$ cat config.mk
export PLATFORM = sky130hd
export DESIGN_NAME = dmem_port_arbiter
export DESIGN_NICKNAME = d
export VERILOG_FILES = /design/src/rtl/dmem_port_arbiter.sv
export SDC_FILE = /design/constraint.sdc
export NUM_CORES = 1
export LEC_CHECK = 0
export ABC_CLOCK_PERIOD_IN_PS = 1800
export BUFFER_PORTS_ARGS = -buffer_cell sky130_fd_sc_hd__buf_4
export CAP_MARGIN = 20
export CORE_AREA = 2 2 81 83
export DETAILED_ROUTE_END_ITERATION = 10
export DIE_AREA = 0 0 83 85
export GPL_TIMING_DRIVEN = 0
export SYNTH_ARGS = -nofsm -noshare
export SYNTH_HDL_FRONTEND = slang
export SYNTH_SLANG_ARGS = --single-unit
$ cat constraint.sdc
create_clock -name clk -period 1.8 [get_ports clk]
set_clock_uncertainty 0.2 [all_clocks]
set_input_delay 0.09 -clock clk [delete_from_list [all_inputs] [get_ports clk]]
set_output_delay 0.09 -clock clk [all_outputs]
set_load 0.01 [all_outputs]
$ cat src/rtl/dmem_port_arbiter.sv
// Data memory port arbiter: shares one single-ported memory between the
// pipeline MEM stage (core) and an external host loader/debug port.
// Core has priority; a host held off for STARVE_LIM contended cycles is
// given one forced grant. Read data is steered to whoever issued the read.
module dmem_port_arbiter #(
  parameter int unsigned ADDR_W     = 18,
  parameter int unsigned DATA_W     = 24,
  parameter int unsigned STARVE_LIM = 3
) (
  input  logic              clk,
  input  logic              rst,
  // Core (MEM stage) side
  input  logic              core_req,
  input  logic              core_we,
  input  logic [ADDR_W-1:0] core_addr,
  input  logic [DATA_W-1:0] core_wdata,
  output logic              core_stall,
  output logic [DATA_W-1:0] core_rdata,
  // Host side
  input  logic              host_req,
  input  logic              host_we,
  input  logic [ADDR_W-1:0] host_addr,
  input  logic [DATA_W-1:0] host_wdata,
  output logic              host_gnt,
  output logic              host_rvalid,
  output logic [DATA_W-1:0] host_rdata,
  // Memory side
  output logic              mem_en,
  output logic              mem_we,
  output logic [ADDR_W-1:0] mem_addr,
  output logic [DATA_W-1:0] mem_wdata,
  input  logic [DATA_W-1:0] mem_rdata
);

  localparam logic [3:0] StarveLim = 4'(STARVE_LIM);

  // Last granted owner; also tells whose read is returning this cycle.
  typedef enum logic [1:0] {StIdle, StCore, StHost} state_t;

  state_t     state_q;
  logic [3:0] wait_cnt_q;
  logic       rd_pending_q;

  logic core_won;
  logic host_won;
  logic rd_host;

  // Winner selection: core first unless the host has waited long enough.
  always_comb begin
    core_won = 1'b0;
    host_won = 1'b0;
    if (!rst) begin
      if (core_req && (!host_req || (wait_cnt_q < StarveLim))) begin
        core_won = 1'b1;
      end else if (host_req) begin
        host_won = 1'b1;
      end
    end
  end

  // Memory port mux of the winner; everything zero when nobody is granted.
  always_comb begin
    mem_en    = core_won | host_won;
    mem_we    = 1'b0;
    mem_addr  = '0;
    mem_wdata = '0;
    if (core_won) begin
      mem_we    = core_we;
      mem_addr  = core_addr;
      mem_wdata = core_wdata;
    end else if (host_won) begin
      mem_we    = host_we;
      mem_addr  = host_addr;
      mem_wdata = host_wdata;
    end
  end

  // Requester-facing status and read-data steering.
  always_comb begin
    host_gnt    = host_won;
    core_stall  = core_req & ~core_won & ~rst;
    rd_host     = rd_pending_q & (state_q == StHost);
    // Gated by rst so a read granted just before reset never returns.
    host_rvalid = rd_host & ~rst;
    host_rdata  = host_rvalid ? mem_rdata : '0;
    core_rdata  = mem_rdata;
  end

  // Owner FSM, host starvation counter and read-pending flag.
  always_ff @(posedge clk) begin
    if (rst) begin
      state_q      <= StIdle;
      wait_cnt_q   <= 4'd0;
      rd_pending_q <= 1'b0;
    end else begin
      if (core_won) begin
        state_q <= StCore;
      end else if (host_won) begin
        state_q <= StHost;
      end else begin
        state_q <= StIdle;
      end

      if (!host_req || host_won) begin
        wait_cnt_q <= 4'd0;
      end else if (wait_cnt_q != 4'hF) begin
        wait_cnt_q <= wait_cnt_q + 4'd1;
      end

      rd_pending_q <= mem_en & ~mem_we;
    end
  end

endmodule

Yosys cells after proc, flatten, opt, wreduce, memory -nomap -nowiden
Cells that the tools add are included.
{"block": "totals", "elab_cells": 37, "rom_bits": 0, "ram_bits": 0, "out_inout_bits": 95, "input_bits": 114, "latchBits": 0, "memories": 0, "reg_bits": 7}
{"block": "op_classes", "n_mux": 14, "mul": 0, "bitwise": 9, "n_eq_ne": 2, "order_cmp": 1, "div": 0, "reduce_logical": 6, "addsub": 1, "n_shift": 0}
{"cell": "two-way mux 24 bit", "n": 3}
{"cell": "two-way mux 18 bit", "n": 2}
{"cell": "two-way mux 1 bit", "n": 8}
{"cell": "bitwise AND 1 bit", "n": 5}
{"cell": "adder 4 x 1 -> 4 bit (second input constant)", "n": 1}
{"cell": "less-than comparator 4 x 2 -> 1 bit (second input constant)", "n": 1}
{"cell": "inequality test 4 bit (second input constant)", "n": 1}
{"cell": "OR reduction 2 bit", "n": 2}
{"cell": "inverter 1 bit", "n": 3}
{"cell": "== test 2 bit (second input constant)", "n": 1}
{"cell": "logical OR 1 bit", "n": 2}
{"cell": "two-way mux 2 bit", "n": 1}
{"cell": "logical AND 1 bit", "n": 1}
{"cell": "zero test 1 bit", "n": 1}
{"cell": "OR 1 bit", "n": 1}

Depth between registers and ports, before layout
{"block": "depth", "word_depth": 9, "depth_mapped": 5, "depth_no_buf": 4}

Least setup slack after synthesis
OpenSTA, ideal clock, no wires.
{"block": "synth_path", "kind": "reg-to-output", "startpoint": "register wait_cnt_q[0]", "endpoint": "output mem_addr[0]", "t_arrival_ps": 1440, "path_buffers": 1, "stages_incl_launch_ff": 6, "setup_slack_ps": 70, "path_cell_list": "dfxtp_1 ha_1 or3_4 a21oi_4 buf_6 a22o_1"}
{"block": "synth_via", "elab_chain_len": 7, "elab_cells_between_ends": 9, "classes_between": "order compare: 1; mux: 6; reduce/logical: 2"}
{"element": "start, declared", "line_no": "41", "rtl": "logic [3:0] wait_cnt_q;"}
{"element": "start signal, assigned", "line_no": "107", "rtl": "wait_cnt_q <= wait_cnt_q + 4'd1;"}
{"element": "less-than comparator 4 x 2 -> 1 bit *", "line_no": "53", "rtl": "if (core_req && (!host_req || (wait_cnt_q < StarveLim))) begin"}
{"element": "logical OR 1 bit *", "line_no": "53"}
{"element": "logical AND 1 bit *", "line_no": "53"}
{"element": "two-way mux 1 bit", "line_no": "53"}
{"element": "two-way mux 1 bit", "line_no": "52", "rtl": "if (!rst) begin"}
{"element": "two-way mux 18 bit", "line_no": "71", "rtl": "end else if (host_won) begin"}
{"element": "two-way mux 18 bit *", "line_no": "67", "rtl": "if (core_won) begin"}
{"element": "end, declared", "line_no": "30", "rtl": "output logic [ADDR_W-1:0] mem_addr,"}
Mark *: on every way between the ends. The rest lies on a longest branch, timed or not.

Worst setup path after layout
{"block": "layout_path", "startpoint": "register wait_cnt_q[0]", "endpoint": "output mem_addr[7]"}
The elaborated chain is that of the path after synthesis.

==> flow_summary.ini <==
[logic_synthesis]
syn_area_um2 = 1060
synth_area_per_cell_um2 = 8.36
synthCells = 127
yosys_register_bits = 7
yosysTopAreaCell = a22o_1
ys_types = 22
yosys_warnings = 0
yosysTopAreaCellShare_pct = 35.5
synth-seq-area-share_pct = 13.2
yosys-top-cells-area = a22o_1, buf_4, and2_1, dfxtp_1, buf_6

[final_layout]
layout_common_cells = buf_4, a22o_1, and2_1
final_area_um2 = 2890
drive_gt1_share_pct = 74.4
final_common_cell = buf_4
fin_nets = 463
syn2layout_area_growth_pct = 172
antenna_cells = 0
fin_cells = 424

[min_path]
whs_path_depth = 3
min-delay-start = host_req
worstHoldPathType = in -> reg

[critical_path]
cp.arrival_ns = 1.76
worstSetupStartpointType = register
cp-startpoint = wait_cnt_q[0]
crit_fanout = 10
crit-reg2reg-launch = wait_cnt_q[0]
critical_path_class = reg -> out
critPathRequiredTime_ns = 1.51
critical_path.endpoint_type = output port
ff2ff_path_depth = 6

[job]
maxCapViolations = 0

[drt]
viasPerCell = 4.25
vias = 1800
wire_per_inst_um = 13.0
dr.pass1.iters = 4
wl_mm = 5.53
drt_iter0_drc = 38
drc = 0
postRouteAntennaNets = 0

[placement]
gp_congestion = 0.745
dpl_cell_area_um2 = 2720
hpwl_mm = 4.69
portBuffers = 208
place_inst = 413

[pwr]
irDropWorstVdd_mv = 0.173
leakage_uw = 0.00161
p_per_area_nw_per_um2 = 340

[clocking]
cts_root_buffer = clkbuf_8
clk_pin_slew_worst_paths_ns = 0.04
cts_inserted_buffers = 3
cts.sinks = 7
cts_tree = yes
clk_latency_ns = 0.22
htree_levels = 1
clock_path_buffers = 2

[timing]
fmax_mhz = 489
slew_viol_final = 0
fin_crit_sh_pct = 114
setup_ws_ns = -0.247
setup_viol = 43
hold_violations = 0
rsz0062_at_grt = true
fin_crit_ns = 2.05

[outcome]
status = finished, violations left
violations = negative setup slack

[die]
pin_count = 209
die_area_um2 = 7060
rows = 29
core_area_um2 = 6200
die_x_um = 83
die_h_um = 85
start_util_pct = 17.1

[global_routing]
grt_pass1_vias = 1852
grt_max_degree = 11
grt_overflow = 0
grt_pass1_wl_mm = 8.65
antenna_found_initial = 0
grt_usage_pct = 14.6
## cells in the mapped netlist
cell and count:
a22o_1 43, a21oi_2 1, buf_6 4, nor2_1 3, buf_4 24, conb_1 1
nand4b_1 1, nor3b_1 1, ha_1 1, or3_4 1, a221oi_1 1, nor3_2 1
nand2b_1 2, buf_2 4, or2_2 1, dfxtp_1 7, clkbuf_1 2, a21oi_4 1
inv_1 2, a21oi_1 1, and2_1 24, and4bb_2 1
## worst max-delay path, cell delays in order (launching register included)
cell and delay, ns:
dfxtp_2 0.33, ha_4 0.17, or3_4 0.34, a21oi_4 0.16
buf_12 0.14, buf_8 0.12, a22o_1 0.15, buf_4 0.12
## metal layers
layer  share of wire (%)  vias up  routed length (um)  GRT usage, %
met4                 1.5        0                  82          2.68
met3                 8.7        8                 480          4.18
met2                  55      105                3040          29.3
met5                   0        -                   0             0
li1                    -      886                   -             -
met1                  35      801                1920          15.1
## cell families after synthesis
family                   count (synthesis)  synth area share [%]
AO/OA/AOI/OAI                           47                  39.1
adder cells (fa/ha/maj)                  1                  1.18
buffers and inverters                   36                  24.5
flip-flops                               7                  13.2
other                                    1                 0.353
AND/OR/NAND/NOR                         35                  21.7
## worst paths after layout
check	endpoint	slack, ns
worst max-delay path	mem_addr[7]	-0.25
worst min-delay path	wait_cnt_q[1]	0.004
worst max register to register	rd_pending_q	0.17
worst min register to register	wait_cnt_q[0]	0.24
## registers in the layout, indices dropped and copies added, names as in the netlist
| signal | count |
|---|---|
| rd_pending_q | 1 |
| state_q | 2 |
| wait_cnt_q | 4 |
## stage by stage
step | total power (uW) | setup slack [ns] | utilization, % | hold WS, ns | setup TNS [ns]
floorplan | 381 | 0.0699 | - | -0.0181 | 0
global placement | 745 | -0.150 | 43.9 | 0.0983 | -4.16
detailed placement | 749 | -0.150 | 43.9 | 0.0954 | -4.44
CTS | 997 | -0.244 | 46.8 | 0.000775 | -9.02
global route | 1050 | -0.299 | 46.6 | 0.0348 | -11.67
finish | 983 | -0.247 | 46.6 | 0.00417 | -9.42
## power by group
group	total, uW	internal [uW]	switching (uW)
clock network	214	150	65.0
registers	167	163	3.90
logic	602	392	210
total	983	704	279
## area by class of cell
class	instances	area, um2
fill	620	3310
sequential	7	143
clock buffer	3	41.3
multi-input combinational	85	692
inverter	2	7.51
tap	77	96.3
clock inverter	1	5.00
timing repair buffer	215	1650
buffer	34	262
## repair_timing
item | CTS | global route
setup buffers | 2 | 1
gates cloned | 1 | 0
endpoints found under the setup margin | 53 | 53
gates resized for setup | 9 | 7
endpoints found under the hold margin | 4 | 0
pin swaps | 4 | 1
hold buffers | 4 | 0
Power figures use the tool's default switching activity.
